### src/rtl/alu_pkg.sv
// alu_pkg: 3-bit opcode encoding shared by alu_core, alu_pipe and the bench
package alu_pkg;
  typedef enum logic [2:0] {
    OP_ADD = 3'b000,
    OP_SUB = 3'b001,
    OP_AND = 3'b010,
    OP_OR  = 3'b011,
    OP_XOR = 3'b100,
    OP_NOT = 3'b101,
    OP_SHL = 3'b110,
    OP_SHR = 3'b111
  } op_e;
endpackage

### src/rtl/alu_core.sv
// alu_core: combinational ALU; in A,B,S -> out result, carry (borrow on SUB), eq/a_gt_b/b_gt_a unsigned compare
module alu_core
  import alu_pkg::*;
#(
  parameter int WIDTH = 8
) (
  input  logic [WIDTH-1:0] A,
  input  logic [WIDTH-1:0] B,
  input  logic [2:0]       S,
  output logic [WIDTH-1:0] result,
  output logic             carry,
  output logic             eq,
  output logic             a_gt_b,
  output logic             b_gt_a
);
  logic [WIDTH:0] sum, diff;
  logic           big;
  always_comb begin
    sum    = {1'b0, A} + {1'b0, B};
    diff   = {1'b0, A} - {1'b0, B};
    big    = B >= WIDTH'(WIDTH);
    carry  = 1'b0;
    result = '0;
    case (S)
      OP_ADD:  {carry, result} = sum;
      OP_SUB:  {carry, result} = diff;
      OP_AND:  result = A & B;
      OP_OR:   result = A | B;
      OP_XOR:  result = A ^ B;
      OP_NOT:  result = ~A;
      OP_SHL:  result = big ? '0 : A << B;
      default: result = big ? '0 : A >> B;
    endcase
    eq     = A == B;
    a_gt_b = A > B;
    b_gt_a = A < B;
  end
endmodule

### src/rtl/alu_pipe.sv
// alu_pipe: 2-stage valid/ready ALU; in in_valid,A,B,S,out_ready -> out in_ready,out_valid,final_o,final_carry,EQ,A_GT_B,B_GT_A,op_count
module alu_pipe
  import alu_pkg::*;
#(
  parameter int WIDTH = 8,
  parameter int CNT_W = 16
) (
  input  logic             clk,
  input  logic             rst,
  input  logic             in_valid,
  output logic             in_ready,
  input  logic [WIDTH-1:0] A,
  input  logic [WIDTH-1:0] B,
  input  logic [2:0]       S,
  output logic             out_valid,
  input  logic             out_ready,
  output logic [WIDTH-1:0] final_o,
  output logic             final_carry,
  output logic             EQ,
  output logic             A_GT_B,
  output logic             B_GT_A,
  output logic [CNT_W-1:0] op_count
);
  logic             rdy_q, v1_q, v1_d, v2_q, v2_d, adv1, take;
  logic [WIDTH-1:0] a_q, a_d, b_q, b_d, res_q, res_d, core_res;
  logic [2:0]       s_q, s_d;
  logic [3:0]       flg_q, flg_d, core_flg;
  logic [CNT_W-1:0] cnt_q, cnt_d;
  alu_core #(.WIDTH(WIDTH)) u_core (
    .A     (a_q),
    .B     (b_q),
    .S     (s_q),
    .result(core_res),
    .carry (core_flg[3]),
    .eq    (core_flg[2]),
    .a_gt_b(core_flg[1]),
    .b_gt_a(core_flg[0])
  );
  // rdy_q keeps in_ready low through reset and rises on the first edge after it
  always_comb begin
    adv1     = v1_q & (~v2_q | out_ready);
    in_ready = rdy_q & (~v1_q | adv1);
    take     = in_valid & in_ready;
    v1_d     = take | (v1_q & ~adv1);
    a_d      = take ? A : a_q;
    b_d      = take ? B : b_q;
    s_d      = take ? S : s_q;
    v2_d     = adv1 | (v2_q & ~out_ready);
    res_d    = adv1 ? core_res : res_q;
    flg_d    = adv1 ? core_flg : flg_q;
    cnt_d    = cnt_q + {{(CNT_W-1){1'b0}}, v2_q & out_ready};
  end
  always_ff @(posedge clk or posedge rst) begin
    if (rst) begin
      rdy_q <= 1'b0;
      v1_q  <= 1'b0;
      v2_q  <= 1'b0;
      a_q   <= '0;
      b_q   <= '0;
      s_q   <= '0;
      res_q <= '0;
      flg_q <= '0;
      cnt_q <= '0;
    end else begin
      rdy_q <= 1'b1;
      v1_q  <= v1_d;
      v2_q  <= v2_d;
      a_q   <= a_d;
      b_q   <= b_d;
      s_q   <= s_d;
      res_q <= res_d;
      flg_q <= flg_d;
      cnt_q <= cnt_d;
    end
  end
  assign out_valid                         = v2_q;
  assign final_o                           = res_q;
  assign {final_carry, EQ, A_GT_B, B_GT_A} = flg_q;
  assign op_count                          = cnt_q;
endmodule

### config.mk
export PLATFORM = sky130hd
export DESIGN_NAME = alu_pipe
export DESIGN_NICKNAME = d
export VERILOG_FILES = /design/src/rtl/alu_pkg.sv /design/src/rtl/alu_core.sv /design/src/rtl/alu_pipe.sv
export SDC_FILE = /design/constraint.sdc
export NUM_CORES = 1
export LEC_CHECK = 0
export BUFFER_PORTS_ARGS = -buffer_cell sky130_fd_sc_hd__buf_4
export CORE_ASPECT_RATIO = 0.9
export CORE_MARGIN = 2
export CORE_UTILIZATION = 60
export CTS_CLUSTER_DIAMETER = 120
export DETAILED_ROUTE_END_ITERATION = 12
export GPL_TIMING_DRIVEN = 0
export PLACE_DENSITY_LB_ADDON = 0.1
export RECOVER_POWER = 25
export SLEW_MARGIN = 20
export SYNTH_ARGS = -nofsm -noshare
export SYNTH_HDL_FRONTEND = slang
export SYNTH_SLANG_ARGS = --single-unit
### constraint.sdc
create_clock -name clk -period 3.79 [get_ports clk]
set_input_delay 0.379 -clock clk [delete_from_list [all_inputs] [get_ports clk]]
set_output_delay 0.379 -clock clk [all_outputs]
set_load 0.02 [all_outputs]
==> qor.yml, run 1 <==
run_status:
  status: "finished clean"
yosys:
  synth-main-ff-cell: "dfrtp_1"
  synth_top_family_by_area: "compound AO/OA/AOI/OAI gates"
  syn_area_um2: 3790
  synth_compound_area_frac: 0.182
  synth_cell_type_count: 63
  synthSimpleGateAreaFrac: 0.166
  syn_inst: 411
  synth_mux_area_frac: 0.117
  synthXorXnorAreaFrac: 0.0485
  yosysSeqAreaShare: 0.330
  syn-mean-instance-area_um2: 9.23
  async_flop_share: 1.00
  synth_nets: 464
  synth-edff-count: 0
  synthAdderAreaFrac: 0.103
  synth_warnings: 0
  synth-seq-cells: 50
die:
  die_area_um2: 6980
  core_area_um2: 6110
  die_x_um: 87.8
  die_y_um: 79.4
  row_count: 27
  ios: 53
  start_util: 0.621
pwr:
  power_density_nw_per_um2: 530
  vdd_ir_drop_max_uv: 304
  total_leakage_power_nw: 2.06
flow_run:
  maxCapViolCount: 0
clocking:
  cts_buffers: 5
  clock_sinks: 50
  clockRootBuffer: "clkbuf_8"
  clock_latency_ns: 0.32
  cts_htree_levels: 2
  cts_tree: "built"
  cts_resized: 0
  ctsHoldBuffers: 0
  ctsLongestPathBuffers: 2
  cts_setup_buffers: 0
  clkTransAtPathRegs_ns: 0.10
place:
  port_buffers: 52
  hpwl_um: 8010
  place_ws_ns: 0.945
  place_congestion: 0.965
critical_path:
  end_kind: "flip-flop"
  critical_path_arrival_ns: 3.21
  start_kind: "flip-flop"
  required_ns: 4.00
  path_max_fanout: 10
  crit_type: "flip-flop to flip-flop"
routing:
  highest_layer: "met4"
  drt_iter0_markers: 408
  wl_um: 10500
  wl_per_cell_um: 18.8
  num_vias: 3517
  dr.pass1.iters: 5
  route.layer.met1.wl_um: 4790
  route.met3.wl_um: 904
  met2_length_um: 4630
  ant_nets: 0
  drcViolationCount: 0
  vias_per_cell: 6.29
grt:
  grt_overflow_total: 0
  first_global_vias: 3325
  grt_max_degree: 27
  track_usage: 0.315
  antenna_found_initial: 0
  grt_pass1_wl_um: 17000
cells_and_area:
  fin_nets: 524
  drive_above_1_share: 0.227
  area_growth_pct: 16.4
  antennaDiodeCount: 0
sta:
  tns_ns: 0
  period_share: 0.792
  worst_pin_slew_ns: 1.34
  setup_violations: 0
  timing.slew.headroom: 0.108
  final_hold_viol_count: 0
  drv_slew: 0
  layout_min_cycle_time_ns: 3.00
  rsz0062_at_grt: "no"
  fin_skew_ns: 0.00747
  fmax_mhz: 333
  layout_setup_ws_ns: 0.788
hold_path:
  hold_class: "input pin to async pin"
cells in the final DEF (no fill, tap or decap), drive strengths merged, types with 4 or more instances in the layout:
| master | instances |
|---|---|
| a211oi | 8 |
| a21oi | 23 |
| a221oi | 4 |
| a31oi | 7 |
| and3 | 7 |
| buf | 63 |
| clkbuf | 17 |
| dfrtp | 50 |
| ha | 28 |
| inv | 25 |
| mux2 | 21 |
| mux2i | 14 |
| nand2 | 29 |
| nand2b | 7 |
| nand3 | 13 |
| nor2 | 30 |
| nor2b | 7 |
| nor3 | 10 |
| nor4 | 4 |
| o21ai | 23 |
| o22ai | 4 |
| xnor2 | 13 |
| xor2 | 8 |
logic make-up after synthesis:
kind of cell | after synthesis
flip-flops | 50
buffers and inverters | 47
other | 1
multiplexers | 38
AO/OA/AOI/OAI | 103
XOR/XNOR | 21
adder cells (fa/ha/maj) | 30
AND/OR/NAND/NOR | 121
synthesized netlist by cell type (2+ instances only):
master,instances,area (um^2)
mux4_2,3,67.6
o31ai_1,3,22.5
a31oi_1,7,43.8
nand3_1,12,60.1
inv_1,24,90.1
o22a_1,2,17.5
o22ai_1,4,25.0
nand4_1,3,18.8
a21oi_1,23,115
dfrtp_1,50,1250
mux2i_1,14,140
nor2b_1,7,43.8
and2_1,3,18.8
o21bai_1,3,22.5
nor3_2,2,20.0
buf_2,10,50.1
nand3b_1,3,22.5
clkbuf_1,10,37.5
a221oi_1,4,35.0
mux2_2,21,236
xor2_1,8,70.1
a22oi_1,3,22.5
a311oi_1,2,17.5
ha_1,28,350
fa_1,2,40.0
nor2_1,29,109
a21o_1,2,15.0
a211o_1,3,26.3
nand2_1,29,109
xnor2_1,13,114
nand2b_1,6,37.5
o21ai_0,22,110
nor4_1,4,25.0
o221a_2,2,22.5
o41ai_1,2,17.5
a211oi_1,8,60.1
and3_1,7,43.8
nor3_1,8,40.0
flip-flops by register name (all words and copies together) (netlist names), 3 cells and up:
register  cells
op_count     16
b_q           8
s_q           3
a_q           8
flg_q         4
final_o       8
path summary, 6_finish.rpt:
check	cells after the start	to	slack (ns)	startpoint
setup / recovery	9	flg_q[0]	0.79	b_q[1]
hold / removal	2	op_count[0]	0.28	rst
setup reg to reg	9	flg_q[0]	0.79	b_q[1]
hold reg to reg	1	op_count[15]	0.48	op_count[15]
max in group asynchronous	3	b_q[0]	1.76	rst
min in group clk	2	b_q[6]	0.28	B[6]
final cells by class:
class | instances | area (um^2)
Multi-Input combinational cell | 314 | 2340
Fill cell | 492 | 1700
Sequential cell | 50 | 1250
Timing Repair Buffer | 53 | 394
Tap cell | 87 | 109
Buffer | 22 | 106
Inverter | 25 | 93.8
Clock buffer | 5 | 68.8
Clock inverter | 3 | 48.8
through the flow:
step / utilization / cell area (um^2) / total power [W] / hold WS (ns) / cells
final: 0.722 / 4420 / 0.00234 / 0.282 / 559
after global routing: 0.722 / 4420 / 0.00248 / 0.285 / 559
after CTS: 0.725 / 4430 / 0.00232 / 0.134 / 559
after detailed placement: 0.706 / 4310 / 0.00192 / 0.464 / 551
after global placement: 0.702 / 4290 / 0.00188 / 0.461 / 550
after floorplan: - / 3790 / 0.00154 / 0.471 / 411
critical path, stage by stage (launching register included):
cell	delay [ns]
dfrtp_1	0.59
buf_4	0.26
inv_1	0.18
ha_1	0.38
o21bai_1	0.30
a21oi_1	0.17
o21a_1	0.23
o41ai_1	0.35
a21oi_1	0.17
mux2_2	0.28
per-layer routing:
metal,vias to the layer above,GRT usage
met3,19,0.0527
met4,0,0.0754
li1,1609,-
met1,1673,0.480
met2,216,0.468
met5,-,0
where the power goes:
part / total [W] / switching [W] / internal [W]
registers: 0.000787 / 0.000143 / 0.000645
clock network: 0.000403 / 0.000202 / 0.000201
logic: 0.00115 / 0.000670 / 0.000479
No activity file was read; power rests on OpenSTA's default activity.
==> run 2: changes to the inputs <==
--- a/config.mk
+++ b/config.mk
@@ -8,7 +8,7 @@
 export BUFFER_PORTS_ARGS = -buffer_cell sky130_fd_sc_hd__buf_4
 export CORE_ASPECT_RATIO = 0.9
 export CORE_MARGIN = 2
-export CORE_UTILIZATION = 60
+export CORE_UTILIZATION = 58
 export CTS_CLUSTER_DIAMETER = 120
 export DETAILED_ROUTE_END_ITERATION = 12
 export GPL_TIMING_DRIVEN = 0
==> constraint.sdc (replaced) <==
create_clock -name clk -period 3.1 [get_ports clk]
set_input_delay 0.31 -clock clk [delete_from_list [all_inputs] [get_ports clk]]
set_output_delay 0.31 -clock clk [all_outputs]
set_load 0.02 [all_outputs]
==> run 2 against run 1 <==
Net effect:
- the run now ends with max-capacitance violations, max-slew violations left
- non-clock buffer count unchanged
- clock power rose by 22%
- via count down 0.11%
- sequential cell count unchanged
- register-to-register slack lost 0.60 ns
- cell count stayed put
- first-iteration DRC count is 4.2% higher
- clock-buffer cell count is the same
- routed wire length down 1.1%
- sequential share of layout area is the same
- worst hold slack got worse by 0.15 ns
- largest cell class unchanged
==> qor.yml, run 2 (same netlist as run 1, synthesis figures left out) <==
run_status:
  status: "complete, but fails checks"
  violations: "max-capacitance violations, max-slew violations"
place:
  place_ws_ns: 0.271  # -0.675 ns
  port_buffers: 52  # unchanged
  hpwl_um: 7960  # -0.60%
  place_area_um2: 4310  # unchanged
  place_congestion: 0.980  # +1.6%
  dp_cells: 551  # unchanged
clocking:
  cts_tree: "built"
  clkTransAtPathRegs_ns: 0.10  # about the same
  ctsHoldBuffers: 0  # unchanged
  clock_sinks: 50  # unchanged
  cts_htree_levels: 2  # unchanged
  cts_setup_buffers: 0  # unchanged
  cts_buffers: 5  # unchanged
  ctsLongestPathBuffers: 2  # unchanged
  clock_latency_ns: 0.31  # about the same
  cts_resized: 0  # unchanged
  clockRootBuffer: "clkbuf_8"
routing:
  drcViolationCount: 0  # unchanged
  ant_nets: 0  # unchanged
  wl_per_cell_um: 18.6  # -1.1%
  drt_iter0_markers: 425  # +4.2%
  wl_um: 10400  # -1.1%
  num_vias: 3513  # -0.11%
  dr.pass1.iters: 8  # +3
  vias_per_cell: 6.28  # -0.11%
pwr:
  vdd_ir_drop_max_uv: 421  # +39%
  power_density_nw_per_um2: 644  # +22%
  total_leakage_power_nw: 2.06  # unchanged
cells_and_area:
  area_growth_pct: 16.4  # unchanged
  layout_common_cells: "buf_4 (52), dfrtp_1 (50), nand2_1 (29), nor2_1 (29), ha_1 (28)"
  instances_no_fill: 559  # unchanged
  fin_area_um2: 4420  # unchanged
  fin_util: 0.710  # -0.0118
  fin_nets: 524  # unchanged
  multiInputGateArea_um2: 2340  # unchanged
  drive_above_1_share: 0.227  # unchanged
  largest_register_ffs: 16  # unchanged
  final_common_cell: "buf_4"
  regArea_um2: 1250  # unchanged
  antennaDiodeCount: 0  # unchanged
  fill_cells: 533  # +8.3%
sta:
  layout_min_cycle_time_ns: 2.91  # -0.0920 ns
  layout_setup_ws_ns: 0.190  # -0.598 ns
  final_hold_viol_count: 0  # unchanged
  period_share: 0.939  # +0.147
  setup_violations: 0  # unchanged
  drv_slew: 31  # +31
  fmax_mhz: 344  # +3.2%
  timing.slew.headroom: -0.0679  # -0.175
  fin_skew_ns: 0.00779  # +0.000321 ns
  worst_pin_slew_ns: 1.60  # +0.263 ns
  rsz0062_at_grt: "no"
  tns_ns: 0  # unchanged
critical_path:
  end_kind: "flip-flop"
  start_kind: "flip-flop"
  critical_path_arrival_ns: 3.11  # -0.10 ns
  crit_type: "flip-flop to flip-flop"
  path_max_fanout: 10  # unchanged
  required_ns: 3.30  # -0.70 ns
hold_path:
  hold_class: "input pin to async pin"
die:
  core_area_um2: 6220  # +1.7%
  row_count: 27  # unchanged
  start_util: 0.611  # -0.0101
  die_x_um: 89.3  # +1.6%
  die_y_um: 80.7  # +1.6%
  die_area_um2: 7210  # +3.3%
  ios: 53  # unchanged
grt:
  grt_overflow_total: 0  # unchanged
  first_global_vias: 3294  # -0.93%
  antenna_found_initial: 0  # unchanged
  grt_pass1_wl_um: 16900  # -0.81%
  grt_max_degree: 31  # +15%
  track_usage: 0.306  # -0.00963
flow_run:
  maxCapViolCount: 1  # +1
-- run 2: cell counts in the layout (fill, tap and decap cells not counted) --
No cell type changed its count.
-- run 2: layer usage --
layer	GRT usage	wire, um	up-vias
li1	-	-	1598
met1	0.468	4620	1633
met2	0.436	4410	248
met3	0.0681	1110	34
met4	0.0776	230	0
met5	0	0	-
-- run 2: worst paths after layout --
kind                               from      endpoint  slack, ns  depth (start not counted)
max                              b_q[1]      flg_q[0]       0.19                          9
min                                 rst         rdy_q       0.13                          2
max reg2reg                      b_q[1]      flg_q[0]       0.19                          9
min reg2reg                op_count[15]  op_count[15]       0.48                          1
max in group asynchronous           rst    final_o[1]       1.03                          3
min in group clk                   B[5]        b_q[5]       0.22                          2
-- run 2: cell type report --
cell class	count	area share
plain buffers	22	0.0241
clock buffers	5	0.0156
clock inverters	3	0.0111
inverters	25	0.0213
multi-input cells	314	0.531
flip-flops and latches	50	0.283
well taps	87	0.0247
repair buffers	53	0.0893
-- run 2: critical path: stages (launching register included) --
cell	delay [ns]
dfrtp_1	0.56
buf_4	0.26
inv_1	0.15
ha_1	0.36
o21bai_1	0.26
a21oi_1	0.16
o21a_1	0.23
o41ai_1	0.35
a21oi_1	0.18
mux2_2	0.29
-- run 2: stage by stage --
step | total power [W] | hold slack (ns)
finish | 0.00284 | 0.132
global route | 0.00303 | 0.211
CTS | 0.00282 | 0.0160
detailed placement | 0.00233 | 0.362
global placement | 0.00230 | 0.461
floorplan | 0.00188 | 0.461
-- run 2: power breakdown --
part           total [W]  internal, W  switching, W
combinational    0.00139     0.000586      0.000807
clock           0.000490     0.000246      0.000243
sequential      0.000959     0.000788      0.000171
total            0.00284      0.00162       0.00122
==> run 3: changes to the inputs <==
--- a/config.mk
+++ b/config.mk
@@ -8,7 +8,7 @@
 export BUFFER_PORTS_ARGS = -buffer_cell sky130_fd_sc_hd__buf_4
 export CORE_ASPECT_RATIO = 0.9
 export CORE_MARGIN = 2
-export CORE_UTILIZATION = 58
+export CORE_UTILIZATION = 35
 export CTS_CLUSTER_DIAMETER = 120
 export DETAILED_ROUTE_END_ITERATION = 12
 export GPL_TIMING_DRIVEN = 0
==> run 3 against run 2 <==
Net effect:
- the flow still finishes with violations (max-capacitance violations, max-slew violations)
- non-clock buffer count did not move
- first-iteration DRC count fell by 50%
- sequential share of layout area fell by 0.68 points
- utilization fell by 29 points
- via count fell by 5.5%
- global-route usage fell by 12 points
- worst setup slack improved by 0.010 ns
- routed wire length rose by 2.4%
- combinational power barely moved
==> qor.yml, run 3 (same netlist as run 1, synthesis figures left out) <==
run_status:
  status: "complete, but fails checks"
  violations: "max-capacitance violations, max-slew violations"
sta:
  tns_ns: 0  # unchanged
  timing.slew.headroom: -0.0249  # +0.0429
  hold_slack_ns: 0.178  # +0.0466 ns
  setup_violations: 0  # unchanged
  drv_slew: 30  # -3.2%
  layout_min_cycle_time_ns: 2.90  # -0.0100 ns
  rsz0062_at_grt: "no"
  period_share: 0.935  # -0.00324
  final_hold_viol_count: 0  # unchanged
  fmax_mhz: 345  # +0.35%
  fin_skew_ns: 0.00720  # -0.000582 ns
  worst_pin_slew_ns: 1.54  # -0.0644 ns
place:
  place_congestion: 0.946  # -3.5%
  port_buffers: 52  # unchanged
  hpwl_um: 8280  # +4.0%
critical_path:
  path_max_fanout: 10  # unchanged
  crit_type: "flip-flop to flip-flop"
  crit_path_cell_trace: "buf_4 > inv_1 > ha_1 > o21bai_1 > a21oi_1 > o21a_1 > o41ai_1 > a21oi_1 > mux2_2"
  cp_top_family: "compound AO/OA/AOI/OAI gates"
  required_ns: 3.28  # -0.02 ns
  start_kind: "flip-flop"
  slowest_stage: "dfrtp_1"
  end_kind: "flip-flop"
  critical_path_arrival_ns: 3.08  # -0.03 ns
  critPathBufInv: 2  # unchanged
  cp_slowest_stage_delay_ns: 0.57  # about the same
  cp_common_cell: "a21oi_1"
routing:
  ant_nets: 0  # unchanged
  num_vias: 3319  # -5.5%
  drt_iter0_markers: 214  # -50%
  wl_per_cell_um: 17.6  # -5.4%
  drcViolationCount: 0  # unchanged
  dr.pass1.iters: 4  # -4
  wl_um: 10600  # +2.4%
  vias_per_cell: 5.49  # -13%
die:
  die_x_um: 114  # +27%
  die_area_um2: 11700  # +62%
  die_y_um: 103  # +27%
  start_util: 0.355  # -0.255
  ios: 53  # unchanged
  core_area_um2: 10700  # +72%
  row_count: 36  # +33%
clocking:
  clock_latency_ns: 0.30  # about the same
  clockRootBuffer: "clkbuf_16"
  cts_tree: "built"
  cts_resized: 0  # unchanged
  ctsHoldBuffers: 0  # unchanged
  ctsLongestPathBuffers: 2  # unchanged
  clkTransAtPathRegs_ns: 0.07  # -0.03 ns
  cts_htree_levels: 2  # unchanged
  cts_buffers: 5  # unchanged
  cts_setup_buffers: 0  # unchanged
  clock_sinks: 50  # unchanged
pwr:
  total_leakage_power_nw: 2.08  # +1.4%
  vdd_ir_drop_max_uv: 236  # -44%
  power_density_nw_per_um2: 661  # +2.7%
grt:
  antenna_found_initial: 0  # unchanged
  grt_pass1_wl_um: 16900  # +0.17%
  track_usage: 0.186  # -0.119
  first_global_vias: 3096  # -6.0%
  grt_max_degree: 30  # -3.2%
  grt_overflow_total: 0  # unchanged
cells_and_area:
  fin_nets: 524  # unchanged
  final_common_cell: "buf_4"
  fill_cells: 1058  # +98%
  drive_above_1_share: 0.227  # unchanged
  area_growth_pct: 19.2
  largest_register_ffs: 16  # unchanged
  fin_util: 0.424  # -0.287
  antennaDiodeCount: 0  # unchanged
  layout_common_cells: "buf_4 (52), dfrtp_1 (50), nand2_1 (29), nor2_1 (29), ha_1 (28)"
flow_run:
  maxCapViolCount: 1  # unchanged
hold_path:
  hold_class: "input pin to async pin"
==> run 3: layer usage <==
metal / wire length, um / global-route usage
met1: 5280 / 0.276
met2: 4560 / 0.282
met3: 616 / 0.0282
met4: 157 / 0.0544
met5: 0 / 0
==> run 3: metrics by stage <==
| step | instances | total power, W | area, um^2 | setup slack, ns |
|---|---|---|---|---|
| after floorplan | 411 | 0.00188 | 3790 | 0.761 |
| after global placement | 596 | 0.00233 | 4350 | 0.231 |
| after detailed placement | 597 | 0.00234 | 4370 | 0.257 |
| after CTS | 605 | 0.00300 | 4540 | 0.239 |
| after global routing | 605 | 0.00321 | 4520 | 0.0216 |
| final | 605 | 0.00299 | 4520 | 0.200 |
==> run 3: report_power, final <==
group	switching (W)	internal, W
Clock	0.000264	0.000383
Combinational	0.000799	0.000585
Sequential	0.000171	0.000789
==> run 3: cell type report <==
type | instances | area (um^2) | share of cell area
multi-input cells | 314 | 2340 | 0.518
flip-flops and latches | 50 | 1250 | 0.277
clock inverters | 3 | 43.8 | 0.00968
inverters | 25 | 93.8 | 0.0207
well taps | 133 | 166 | 0.0368
plain buffers | 22 | 106 | 0.0235
repair buffers | 53 | 394 | 0.0871
clock buffers | 5 | 125 | 0.0277
==> run 3: final timing paths <==
check / startpoint / endpoint / slack [ns] / cells past startpoint
hold reg to reg: op_count[15] / op_count[15] / 0.48 / 1
setup reg to reg: b_q[1] / flg_q[0] / 0.20 / 9
max in group asynchronous: rst / op_count[15] / 1.03 / 3
hold / removal: rst / rdy_q / 0.18 / 2
min in group clk: B[3] / b_q[3] / 0.24 / 2
setup / recovery: b_q[1] / flg_q[0] / 0.20 / 9
